[src/rtl/clock_monitor_pkg.sv]
// Shared types and helpers for the clock ratio monitor.
package clock_monitor_pkg;

  typedef enum logic [1:0] {
    ST_IDLE,
    ST_ARM,
    ST_MEASURE,
    ST_LOCKED
  } state_t;

  // Bits needed for a counter that saturates at settle.
  function automatic int match_width(input int settle);
    return $clog2(settle + 1);
  endfunction

endpackage

[src/rtl/clock_sync_2ff.sv]
// Two-flop synchronizer for a single asynchronous bit, synchronous active-high reset.
module clock_sync_2ff (
  input  logic clk,
  input  logic reset,
  input  logic d,
  output logic q
);

  logic meta;

  always_ff @(posedge clk) begin
    if (reset) begin
      meta <= 1'b0;
      q    <= 1'b0;
    end else begin
      meta <= d;
      q    <= meta;
    end
  end

endmodule

[src/rtl/clock_ratio_monitor.sv]
// Measures period/high time of clk_mon in clk cycles, locks on a run of periods
// equal to expect_ratio, flags post-lock mismatches and stalls (overflow).
module clock_ratio_monitor
  import clock_monitor_pkg::*;
#(
  parameter int p_cnt_nbits = 8,
  parameter int p_settle    = 4
) (
  input  logic                   clk,
  input  logic                   reset,
  input  logic                   clk_mon,
  input  logic                   en,
  input  logic [p_cnt_nbits-1:0] expect_ratio,
  input  logic                   err_clear,
  output logic [p_cnt_nbits-1:0] period,
  output logic [p_cnt_nbits-1:0] high_cnt,
  output logic                   period_valid,
  output logic                   locked,
  output logic                   err,
  output logic                   overflow
);

  localparam int w  = p_cnt_nbits;
  localparam int mw = match_width(p_settle);
  localparam logic [w-1:0]  cnt_max = '1;
  localparam logic [w-1:0]  cnt_one = w'(1);
  localparam logic [mw-1:0] settle  = mw'(p_settle);

  state_t         state;
  logic           s;
  logic           s_prev;
  logic           rise;
  logic [w-1:0]   cnt;
  logic [w-1:0]   hcnt;
  logic [mw-1:0]  match;
  logic [mw-1:0]  match_inc;

  clock_sync_2ff u_sync (
    .clk   (clk),
    .reset (reset),
    .d     (clk_mon),
    .q     (s)
  );

  always_ff @(posedge clk) begin
    if (reset) s_prev <= 1'b0;
    else       s_prev <= s;
  end

  assign rise = s & ~s_prev;

  always_comb begin
    match_inc = match;
    if (match != settle) match_inc = match + mw'(1);
  end

  // Counters restart at 1 so that cnt equals cycles elapsed since the restart edge.
  always_ff @(posedge clk) begin
    if (reset) begin
      state        <= ST_IDLE;
      cnt          <= '0;
      hcnt         <= '0;
      match        <= '0;
      period       <= '0;
      high_cnt     <= '0;
      period_valid <= 1'b0;
      locked       <= 1'b0;
      err          <= 1'b0;
      overflow     <= 1'b0;
    end else begin
      period_valid <= 1'b0;
      overflow     <= 1'b0;
      // Later err <= 1 assignments in this block win over the clear.
      if (err_clear) err <= 1'b0;
      if (!en) begin
        state  <= ST_IDLE;
        cnt    <= '0;
        hcnt   <= '0;
        match  <= '0;
        locked <= 1'b0;
      end else begin
        case (state)
          ST_IDLE: begin
            state  <= ST_ARM;
            cnt    <= cnt_one;
            hcnt   <= '0;
            match  <= '0;
            locked <= 1'b0;
          end
          ST_ARM: begin
            if (rise) begin
              state <= ST_MEASURE;
              cnt   <= cnt_one;
              hcnt  <= cnt_one;
            end else if (cnt == cnt_max) begin
              overflow <= 1'b1;
              cnt      <= cnt_one;
            end else begin
              cnt <= cnt + cnt_one;
            end
          end
          default: begin
            if (rise) begin
              period       <= cnt;
              high_cnt     <= hcnt;
              period_valid <= 1'b1;
              cnt          <= cnt_one;
              hcnt         <= cnt_one;
              if (cnt == expect_ratio) begin
                match <= match_inc;
                if (match_inc == settle) begin
                  state  <= ST_LOCKED;
                  locked <= 1'b1;
                end
              end else begin
                if (state == ST_LOCKED) err <= 1'b1;
                state  <= ST_MEASURE;
                match  <= '0;
                locked <= 1'b0;
              end
            end else if (cnt == cnt_max) begin
              if (state == ST_LOCKED) err <= 1'b1;
              overflow <= 1'b1;
              state    <= ST_ARM;
              match    <= '0;
              locked   <= 1'b0;
              cnt      <= cnt_one;
              hcnt     <= '0;
            end else begin
              cnt  <= cnt + cnt_one;
              hcnt <= hcnt + w'(s);
            end
          end
        endcase
      end
    end
  end

endmodule

[config.mk]
export PLATFORM = sky130hd
export DESIGN_NAME = clock_ratio_monitor
export DESIGN_NICKNAME = d
export VERILOG_FILES = /design/src/rtl/clock_monitor_pkg.sv /design/src/rtl/clock_sync_2ff.sv /design/src/rtl/clock_ratio_monitor.sv
export SDC_FILE = /design/constraint.sdc
export NUM_CORES = 1
export LEC_CHECK = 0
export BUFFER_PORTS_ARGS = -buffer_cell sky130_fd_sc_hd__buf_2
export CAP_MARGIN = 10
export CORE_MARGIN = 8
export CORE_UTILIZATION = 40
export DETAILED_ROUTE_END_ITERATION = 8
export HOLD_SLACK_MARGIN = 0.06
export PLACE_DENSITY = 0.65
export SLEW_MARGIN = 20
export SYNTH_ARGS = -nofsm -noshare
export SYNTH_HDL_FRONTEND = slang
export SYNTH_SLANG_ARGS = --single-unit
[constraint.sdc]
create_clock -name clk -period 2.2 [get_ports clk]
set_input_delay 0.44 -clock clk [delete_from_list [all_inputs] [get_ports clk]]
set_output_delay 0.44 -clock clk [all_outputs]
set_load 0.05 [all_outputs]
# After elaboration in Yosys (flattened, before gate mapping)
# Index checks and enable logic that the tools add are counted.
# op_classes
addsub	3
multipliers	0
div	0
n_lt_le_gt_ge	0
n_eq_ne	9
n_shift	0
muxes	32
n_bitwise	5
n_reduce_logical	11
# op_table
operator	n
2-to-1 mux 8 bit	3
2-to-1 mux 1 bit	16
one-hot mux 8 bit (2 select lines)	1
2-to-1 mux 3 bit	4
2-to-1 mux 2 bit	5
AND reduction 3 bit	3
adder 8 x 1 -> 8 bit	1
adder 8 x 1 -> 8 bit (second input constant)	1
equality test 8 bit	1
equality test 8 bit (second input constant)	1
OR reduction 4 bit	2
one-hot mux 3 bit (2 select lines)	1
inequality test 5 x 2 -> 1 bit (second input constant)	1
OR reduction 5 bit	1
inequality test 4 x 2 -> 1 bit (second input constant)	1
inverter 1 bit	4
one-hot mux 2 bit (2 select lines)	1
OR reduction 2 bit	2
adder 3 x 1 -> 3 bit (second input constant)	1
equality test 3 bit (second input constant)	1
inequality test 3 bit (second input constant)	1
nonzero test 3 bit	1
equality test 2 x 1 -> 1 bit (second input constant)	1
equality test 2 bit (second input constant)	1
other kinds (5)	5
# word_totals
reg_bits	44
latchBits	0
ram_bits	0
rom_bits	0
in_bits	13
out_inout_bits	20
wordCells	74
memories	0

# Logic depth before layout (Yosys ltp)
# logic_depth
word_depth	7
ltp_mapped	6
mapped_depth_nobuf	6

# Hierarchy
# A second synthesis with hierarchy kept.
# hier_totals
hier_cells	241
hier_area_um2	2044.5
# modules_own_cells
mod	instances	cells_each	area_each_um2	seq_area_each_um2
clock_ratio_monitor	1	237	1991.9	840.8
clock_sync_2ff	1	4	52.6	40.0

# Least setup slack after synthesis
# No wires, ideal clock.
# synth_path
kind	reg-to-reg
start	reg match[0]
end	reg state[0]
setup_time_ns	0.074
arrival_ns	1.577
t_required_ns	2.126
path_slack_ns	0.549
stages_incl_launch_ff	7
path_buffers	0
period_less_slack_ns	1.651
cell_sequence	dfxtp_1 > inv_1 > ha_1 > or3b_1 > a311oi_1 > o211ai_1 > a31oi_1
# synth_between
elab_chain_len	5
elab_cells_between_ends	6
classes_between	add/sub (1); eq/ne (3); mux (1); reduce/logical (1)
# synth_lines
element	line_no	text
start, declared	clock_ratio_monitor.sv:35	logic [mw-1:0] match;
start signal, assigned	clock_ratio_monitor.sv:110	match <= match_inc;
adder 3 x 1 -> 3 bit / inequality test 3 bit (equally long branches)	clock_ratio_monitor.sv:54	if (match != settle) match_inc = match + mw'(1);
2-to-1 mux 3 bit *	clock_ratio_monitor.sv:54	
equality test 3 bit *	clock_ratio_monitor.sv:111	if (match_inc == settle) begin
inequality test 5 x 2 -> 1 bit (no line) *	n/a	
AND reduction 3 bit (no line) *	n/a	
end signal, assigned	clock_ratio_monitor.sv:60	state <= ST_IDLE;
end signal, assigned	clock_ratio_monitor.sv:112	state <= ST_LOCKED;
end signal, assigned	clock_ratio_monitor.sv:117	state <= ST_MEASURE;
end, declared	clock_ratio_monitor.sv:29	state_t state;
# Every way passes the cells marked *; elsewhere a longest branch is shown, timed or not.
# A chain may end at the register's enable or synchronous reset.

# Final worst setup path
# layout_path
start	reg cnt[0]
end	reg match[2]
# layout_between
elab_chain_len	4
elab_cells_between_ends	7
classes_between	eq/ne (2); mux (3); reduce/logical (2)
# layout_lines
element	line_no	text
start, declared	clock_ratio_monitor.sv:33	logic [w-1:0] cnt;
start signal, assigned	clock_ratio_monitor.sv:85	cnt <= cnt_one;
start signal, assigned	clock_ratio_monitor.sv:93	cnt <= cnt_one;
start signal, assigned	clock_ratio_monitor.sv:97	cnt <= cnt_one;
equality test 8 bit	clock_ratio_monitor.sv:109	if (cnt == expect_ratio) begin
2-to-1 mux 3 bit	clock_ratio_monitor.sv:109	
2-to-1 mux 3 bit	clock_ratio_monitor.sv:103	if (rise) begin
one-hot mux 3 bit (2 select lines)	clock_ratio_monitor.sv:82	case (state)
# Several ways; a longest one is shown, not always the timed one.

==> flow_summary.toml <==
[worst_hold_path]
holdPathEnd = "u_sync.meta"
holdPathStages = 2
min-delay-start = "clk_mon"
min_path_type = "in -> reg"

[die]
die_w_um = 86.7
core_area_mm2 = 0.00479
die_h_um = 86.7
rows = 25
dieArea_mm2 = 0.00752
initial_core_util_pct = 41.8
pin_count = 33

[final_layout]
layout_commonest_cell = "dfxtp_1"
utilization_pct = 48.3
diodes = 0
drive_gt1_share_pct = 20.9
fin_area_mm2 = 0.00231
fin_cells = 325
syn_to_final_growth_pct = 15.6
final_cell_mix = "dfxtp_1, nand2_1, buf_2"
fillCellCount = 476
final_nets = 275

[setup_path]
crit_arrival_ps = 2130
r2r_cells = 5
critPathKind = "reg -> reg"
worstPathRequired_ps = 2390
critPathLaunchType = "flip-flop"
r2r-end = "match[2]"
r2r_start = "cnt[0]"
end_kind = "flip-flop"
rrSetupSlack_ps = 270
worstPathMaxFanout = 13

[clock_network]
cts_tree = "yes"
htree_levels = 2
clkSinkCount = 44
cts.repair.resized = 0
clk_latency_ps = 300
clockBufferDepth = 2
path_clk_slew_ps = 80
numCtsBuffers = 5
holdBufCountCts = 0
cts-root-buf = "clkbuf_8"
cts_setup_buffers = 0

[timing]
slew_headroom_pct = 57.3
max_freq_mhz = 517
timing.final.hold_violations = 0
rsz0062_at_grt = "no"
min_period_ps = 1930
setup-violations-final = 0
final-max-slew-violation-count = 0
fin_crit_sh_pct = 87.8
fin_setup_tns_ps = 0
worst_pin_slew_ps = 633
finalClockSkew_ps = 4.13

[detailed_routing]
wl_met1_um = 2050
first_pass_iters = 4
drc_errors = 0
maxUsedRoutingLayer = "met4"
vias = 1667
wl_met2_um = 2240
wirelength_um = 4550
initialDrtViolationCount = 56
avgViaCountPerCell = 5.13
ant_nets = 0
wl_per_cell_um = 14.0
wl_met3_um = 225

[synthesis]
ys_ff_latch = 44
yosys.area.top_type_share_pct = 44.1
synth-compound-area-share_pct = 20.7
synth_cell_types = 46
synth_simple_gate_area_share_pct = 22.2
seq_area_frac_synth_pct = 44.1
syn_avg_cell_area_um2 = 8.85
netlist_instances = 226
synthTopCellsByArea = "dfxtp_1, nand2_1, a21oi_1"
synth_xor_area_share_pct = 6.13
synth_top_family_by_area = "simple AND/OR/NAND/NOR gates"
synth_fa_ha_area_share_pct = 3.13
syn_area_mm2 = 0.00200
synth.largest_area_cell = "dfxtp_1"
dominantRegCellSynth = "dfxtp_1"
synth-edff-count = 0
syn_nets = 244
async_flop_share_pct = 0
muxShareOfSynthArea_pct = 0
ys_warn_count = 0

[power_and_ir_drop]
pwr-share-clk_pct = 41.3
swShare_pct = 21.7
intPower_w = 0.00116
irDropWorstVdd_mv = 0.336
pwr-share-comb_pct = 4.2
p_sw_w = 0.000322
p_leak_nw = 0.886
p_seq_share_pct = 54.5
powerDensity_mw_per_mm2 = 642

[grt]
grt_max_degree = 24
grt_overflow_total = 0
track_usage_pct = 12.5
grt_antenna_before_repair = 0
grt_pass1_wl_um = 7560
grt_pass1_vias = 1626

[placed_design]
io_buffers = 32
dp_cells = 317
post_dp_cell_area_mm2 = 0.00220
gp_congestion = 0.839
dp_hpwl_um = 3270

[run]
drv_cap = 0

[run_status]
status = "finished, final reports clean"
==> metrics by stage <==
step / worst slack (ps) / hold slack, ps / total power (W)
2_1_floorplan: 549 / 414 / 0.000868
4_1_cts: 284 / 368 / 0.00149
3_3_place_gp: 347 / 441 / 0.000889
5_1_grt: 136 / 402 / 0.00153
6_report: 268 / 362 / 0.00148
3_5_place_dp: 283 / 426 / 0.000889
==> cell type report <==
type                            instances  area, µm²  area share, %
Clock buffer                            6       72.6           3.14
Clock inverter                          2       35.0           1.52
Inverter                                4       15.0          0.650
Multi-Input combinational cell        167       1040           45.0
Sequential cell                        44        881           38.1
Tap cell                               67       83.8           3.63
Timing Repair Buffer                   35        183           7.90
==> power by group through the flow <==
stage	clock network, W	logic (W)	registers [W]
final	0.000613	0.0000624	0.000808
after global routing	0.000655	0.0000694	0.000810
after CTS	0.000622	0.0000630	0.000808
after detailed placement	0	0.0000625	0.000827
after global placement	0	0.0000621	0.000827
after floorplan	0	0.0000446	0.000823
==> cells in the mapped netlist, types with 2 or more instances <==
cell type,n
a211oi_1,2
a211oi_2,2
a21oi_1,24
a311oi_1,4
a31oi_1,3
and2_1,2
and3_1,3
buf_2,4
buf_6,2
clkbuf_1,3
dfxtp_1,44
ha_1,5
inv_1,4
nand2_1,43
nand2b_1,5
nand3_1,6
nand4_1,2
nor2_1,14
nor2b_1,4
nor3_1,4
nor4_2,2
o211a_1,2
o211ai_1,2
o21ai_0,5
o21ai_1,2
xor2_1,13
==> worst max-delay path by stage <==
stage	start	to	depth (start not counted)
2_1_floorplan	match[0]	state[0]	6
3_3_place_gp	cnt[0]	match[2]	5
3_5_place_dp	cnt[0]	match[2]	5
4_1_cts	cnt[0]	match[2]	5
5_1_grt	match[0]	state[0]	6
6_report	cnt[0]	match[2]	5
==> logic make-up after synthesis <==
logic type | after synthesis
AO/OA/AOI/OAI | 57
flip-flops | 44
buffers and inverters | 15
AND/OR/NAND/NOR | 91
adder cells (fa/ha/maj) | 5
XOR/XNOR | 14
==> sequential cells by signal, summed over array words and instances, names as in the netlist <==
register	count
overflow	1
period_valid	1
high_cnt	8
period	8
u_sync.q	1
locked	1
u_sync.meta	1
state	2
err	1
match	3
hcnt	8
cnt	8
s_prev	1
==> routing by layer <==
layer  GRT usage [%]  vias to the layer above
met5               0                        -
met4            3.76                        0
met3            3.78                        5
met2            21.7                       38
met1            14.3                      772
li1                -                      852
==> critical path: stages, from the launching register on <==
cell and delay, ps:
dfxtp_1 370, ha_1 260, and4_4 230, a211oi_4 490, nor3_1 120, a2111oi_2 360
No activity file was read; power rests on OpenSTA's default activity.
